===== src/rtl/div_seq.sv =====
// div_seq: multi-cycle DIV/DIVU sequencer feeding the HI/LO write path.
// A radix-2 restoring divide produces one quotient bit per cycle. The divide
// runs on operand magnitudes, and the signs are applied in a final fix-up step.
// The result is returned as {HI = remainder, LO = quotient}.
// While the divide runs, stall_req_o holds IF/ID/EX frozen.

module div_seq #(
   parameter int DATA_W = 32,
   parameter int CNT_W  = 6
) (
   input  logic                  clk,
   input  logic                  rst,
   input  logic                  start_i,
   input  logic                  signed_i,
   input  logic [DATA_W-1:0]     opdata1_i,
   input  logic [DATA_W-1:0]     opdata2_i,
   input  logic                  annul_i,
   output logic [2*DATA_W-1:0]   result_o,
   output logic                  ready_o,
   output logic                  stall_req_o
);

   typedef enum logic [1:0] {
      IDLE   = 2'd0,
      BYZERO = 2'd1,
      RUN    = 2'd2,
      DONE   = 2'd3
   } state_t;

   state_t              state_q, state_d;
   logic [CNT_W-1:0]    cnt_q, cnt_d;
   // Partial remainder; it always stays below the divisor, so DATA_W bits suffice.
   logic [DATA_W-1:0]   rem_q, rem_d;
   // Dividend bits shift out of the top while quotient bits shift in at the
   // bottom. After DATA_W iterations this register holds the quotient.
   logic [DATA_W-1:0]   quo_q, quo_d;
   logic [DATA_W-1:0]   dvs_q, dvs_d;
   logic                negQuo_q, negQuo_d;
   logic                negRem_q, negRem_d;
   logic                ready_q, ready_d;
   logic [2*DATA_W-1:0] result_q, result_d;

   logic                dvdNeg;
   logic                dvsNeg;
   logic [DATA_W-1:0]   dvdMag;
   logic [DATA_W-1:0]   dvsMag;
   logic [DATA_W:0]     shifted;
   logic [DATA_W:0]     diff;
   logic                borrow;
   logic [DATA_W-1:0]   remNext;
   logic [DATA_W-1:0]   quoNext;
   logic                lastIter;

   // Operand magnitudes and the one-bit restoring step for the current iteration.
   always_comb begin
      dvdNeg   = signed_i & opdata1_i[DATA_W-1];
      dvsNeg   = signed_i & opdata2_i[DATA_W-1];
      dvdMag   = dvdNeg ? (~opdata1_i + 1'b1) : opdata1_i;
      dvsMag   = dvsNeg ? (~opdata2_i + 1'b1) : opdata2_i;
      shifted  = {rem_q, quo_q[DATA_W-1]};
      diff     = shifted - {1'b0, dvs_q};
      borrow   = diff[DATA_W];
      remNext  = borrow ? shifted[DATA_W-1:0] : diff[DATA_W-1:0];
      quoNext  = {quo_q[DATA_W-2:0], ~borrow};
      lastIter = (cnt_q == CNT_W'(DATA_W - 1));
   end

   // Next-state logic for the sequencer, the datapath registers and the registered outputs.
   always_comb begin
      state_d  = state_q;
      cnt_d    = cnt_q;
      rem_d    = rem_q;
      quo_d    = quo_q;
      dvs_d    = dvs_q;
      negQuo_d = negQuo_q;
      negRem_d = negRem_q;
      ready_d  = 1'b0;
      result_d = '0;

      case (state_q)
         IDLE: begin
            if (start_i && !annul_i) begin
               if (opdata2_i == '0) begin
                  state_d = BYZERO;
               end else begin
                  state_d  = RUN;
                  cnt_d    = '0;
                  rem_d    = '0;
                  quo_d    = dvdMag;
                  dvs_d    = dvsMag;
                  negQuo_d = dvdNeg ^ dvsNeg;
                  negRem_d = dvdNeg;
               end
            end
         end
         BYZERO: begin
            state_d = DONE;
            rem_d   = '0;
            quo_d   = '0;
         end
         RUN: begin
            cnt_d = cnt_q + CNT_W'(1);
            rem_d = remNext;
            quo_d = quoNext;
            if (lastIter) begin
               state_d = DONE;
               quo_d   = negQuo_q ? (~quoNext + 1'b1) : quoNext;
               rem_d   = negRem_q ? (~remNext + 1'b1) : remNext;
            end
         end
         DONE: begin
            if (start_i) begin
               ready_d  = 1'b1;
               result_d = {rem_q, quo_q};
            end else begin
               state_d = IDLE;
            end
         end
         default: begin
            state_d = IDLE;
         end
      endcase

      // A flush abandons any divide in flight, and it also overrides a start request.
      if (annul_i && (state_q != IDLE)) begin
         state_d  = IDLE;
         cnt_d    = '0;
         ready_d  = 1'b0;
         result_d = '0;
      end
   end

   // State and datapath registers; reset returns to IDLE even in the middle of a divide.
   always_ff @(posedge clk) begin
      if (rst) begin
         state_q  <= IDLE;
         cnt_q    <= '0;
         rem_q    <= '0;
         quo_q    <= '0;
         dvs_q    <= '0;
         negQuo_q <= 1'b0;
         negRem_q <= 1'b0;
         ready_q  <= 1'b0;
         result_q <= '0;
      end else begin
         state_q  <= state_d;
         cnt_q    <= cnt_d;
         rem_q    <= rem_d;
         quo_q    <= quo_d;
         dvs_q    <= dvs_d;
         negQuo_q <= negQuo_d;
         negRem_q <= negRem_d;
         ready_q  <= ready_d;
         result_q <= result_d;
      end
   end

   assign result_o    = result_q;
   assign ready_o     = ready_q;
   assign stall_req_o = start_i & ~ready_q;

endmodule


===== config.mk =====
export PLATFORM = sky130hd
export DESIGN_NAME = div_seq
export DESIGN_NICKNAME = d
export VERILOG_FILES = /design/src/rtl/div_seq.sv
export SDC_FILE = /design/constraint.sdc
export NUM_CORES = 1
export LEC_CHECK = 0
export ABC_AREA = 1
export CAP_MARGIN = 20
export CORE_ASPECT_RATIO = 0.75
export CORE_MARGIN = 4
export CORE_UTILIZATION = 50
export CTS_CLUSTER_SIZE = 10
export DETAILED_ROUTE_END_ITERATION = 6
export PLACE_DENSITY = 0.82
export SYNTH_ARGS = -nofsm -noshare
export SYNTH_HDL_FRONTEND = slang
export SYNTH_SLANG_ARGS = --single-unit
export TNS_END_PERCENT = 100

===== constraint.sdc =====
create_clock -name clk -period 10.15 [get_ports clk]
set_input_delay 2.03 -clock clk [delete_from_list [all_inputs] [get_ports clk]]
set_output_delay 2.03 -clock clk [all_outputs]
set_load 0.02 [all_outputs]

==> impl_metrics.ini <==
[outcome]
status = complete, but fails checks
violations = DRC

[clock_network]
cts_num_sinks = 171
cts_max_level = 4
clkTransAtPathRegs_ps = 70
clockBufferDepth = 2
root_buffer = clkbuf_16
numCtsBuffers = 17
post_cts_buffers = 0
hold_buffers = 0
cts_tree = yes
cts_resized = 0
clk_latency_ps = 450

[floorplanning]
fp.dieH_microns = 143
die_x_microns = 187
io_pins = 135
start_util_pct = 51.6
core_region_area_sq_um = 23400
row_count = 48
dieArea_sq_um = 26700

[yosys]
synth_top_area_share_pct = 28.4
synth.area.top_cells = dfxtp_1, nand2_1, inv_1
synth_most_common_cell = nand2_1
yosysWarnings = 0
synth_commonest_cells = nand2_1, inv_1, nor2_1
ys_seq_area_share_pct = 28.4
synth_ff_type = dfxtp_1
synth_cells = 1956
ys_seq_elements = 171
synth_fp_nets = 2067
synth_edf_count = 0
syn_avg_cell_area_sq_um = 6.17
synth.cell_area_sq_um = 12100
yosysTopAreaCell = dfxtp_1
synth.distinct_cells = 52
async_flop_share_pct = 0

[drt]
drt_wl_total_microns = 38300
via_per_inst = 5.56
wl_per_cell_microns = 16.1
drt_iter0_drc = 1577
num_vias = 13193
drtPass1Iterations = 7
drc = 1
ant_nets = 0

[worst_setup_path]
cp_data_required_time_ps = 10440
end_kind = register
cp.arrival_ps = 6240
ff2ff_path_depth = 30
worstSetupStartpointType = primary input
crit_fanout = 37
rr_endpoint = quo_q[28]$_SDFFE_PP0P_
rrSetupSlack_ps = 4670
timing.rr.start = quo_q[31]$_SDFFE_PP0P_
path_class = in -> reg

[final_layout]
diodes = 0
area_delta_synth_final_pct = 17.5
drive_gt1_share_pct = 5.93
nNetsFinal = 2172

[hold_path]
whs_endpoint = dvs_q[7]$_SDFFE_PP0P_
worstHoldStart = dvs_q[7]$_SDFFE_PP0P_
min_path_type = reg -> reg
min_path_cells = 2

[placed_design]
dp.final_hpwl_microns = 28600
io_buffers = 134
finalWeightedCongestion = 1.01

[timing]
tightest_slew_ps = 962
slew-limit-headroom_pct = 35.5
fmax_ghz = 0.168
setup-tns-final_ps = 0
period_needed_ps = 5950
grt_setup_unrepaired = false
fin_crit_sh_pct = 58.6
finalHoldViolCount = 0
setup_viol = 0
fin_worst_skew_ps = 16.2
slew_viol_final = 0

[global_route]
grt_max_degree = 65
grt-ovfl-total = 0
grt_pass1_vias = 12052
grt_pass1_wl_microns = 60500
grtUsageTotal_pct = 27.7
antenna_found_initial = 0

[pwr]
power_density_nw_per_um2 = 174
leakage_nw = 6.80
ir_worst_vdd_mv = 0.136
total_power_mw = 2.47

[job]
drv_cap = 0
[logic make-up after synthesis]
| group | Yosys count | share of synthesized area (%) |
|---|---|---|
| simple gates | 990 | 35.2 |
| buf+inv | 351 | 11.5 |
| compound gates | 340 | 16.0 |
| flops | 171 | 28.4 |
| xor+xnor | 62 | 4.50 |
| fa+ha+maj | 42 | 4.42 |
[layout by cell type, fill, tap and decap left out, types with 9 or more instances in the layout]
cell and n:
xnor2_1 19, o21ai_2 9, xor2_1 43, dfxtp_1 171
inv_1 279, o21ai_0 110, clkdlybuf4s50_1 133, nor3_1 37
clkbuf_16 17, a21oi_1 142, inv_2 10, or2_2 11
buf_4 10, nor2_1 235, nand2_2 24, nand3_1 120
a31oi_1 19, ha_1 41, nand2_1 500, nand4_1 22
o211ai_1 15
[stage by stage]
step	util, %	setup slack [ps]	hold WS [ps]	cells	cell area (sq um)
after floorplan	-	5780	430	1956	12100
after global placement	58.1	4090	452	2341	13600
after detailed placement	58.1	3920	451	2341	13600
after CTS	60.6	4360	460	2373	14200
after global routing	60.7	3970	471	2374	14200
final	60.7	4200	457	2374	14200
[worst max path at each step]
stage,start,endpoint,cells after the start
6_report,opdata2_i[29],rem_q[3]$_SDFFE_PP0P_,15
5_1_grt,opdata2_i[29],rem_q[3]$_SDFFE_PP0P_,15
4_1_cts,opdata2_i[29],rem_q[3]$_SDFFE_PP0P_,15
3_5_place_dp,opdata2_i[29],rem_q[3]$_SDFFE_PP0P_,15
3_3_place_gp,opdata2_i[29],rem_q[3]$_SDFFE_PP0P_,15
2_1_floorplan,start_i,stall_req_o,2
[routing by layer]
| metal | vias to the layer above | GRT usage, % | share of wire [%] |
|---|---|---|---|
| met3 | 72 | 7.55 | 11 |
| li1 | 6472 | - | - |
| met5 | - | 0 | 0 |
| met2 | 688 | 42.0 | 42 |
| met4 | 0 | 8.26 | 2.4 |
| met1 | 5961 | 38.7 | 44 |
[sequential cells by signal, summed over array words and instances, names as in the netlist]
name and flops:
quo_q 32, ready_o 1, negQuo_q 1, state_q 2, cnt_q 6, dvs_q 32
rem_q 32, negRem_q 1, result_o 64
[power by group]
part	switching (mW)	leakage, nW	internal [mW]
combinational	0.697	5.13	0.310
sequential	0.0501	1.39	0.734
clock	0.301	0.283	0.374
total	1.05	6.80	1.42
[cell type report]
type | instances | area [sq um]
Inverter | 292 | 1100
Tap cell | 300 | 375
Multi-Input combinational cell | 1434 | 7260
Clock buffer | 21 | 450
Clock inverter | 11 | 134
Sequential cell | 171 | 3420
Timing Repair Buffer | 145 | 1430
Fill cell | 2225 | 9190
[worst max-delay path: stages]
cell and delay (ps):
clkdlybuf4s50_1 490, nor4_1 700, nand3_1 290, nor4_1 370, nor2_1 70, nand2_1 100
inv_2 30, buf_4 240, a21oi_4 720, buf_4 490, nor2_2 50, buf_4 250
a21boi_0 170, o21ai_0 90, a21oi_1 90
No activity file was read; power rests on OpenSTA's default activity.
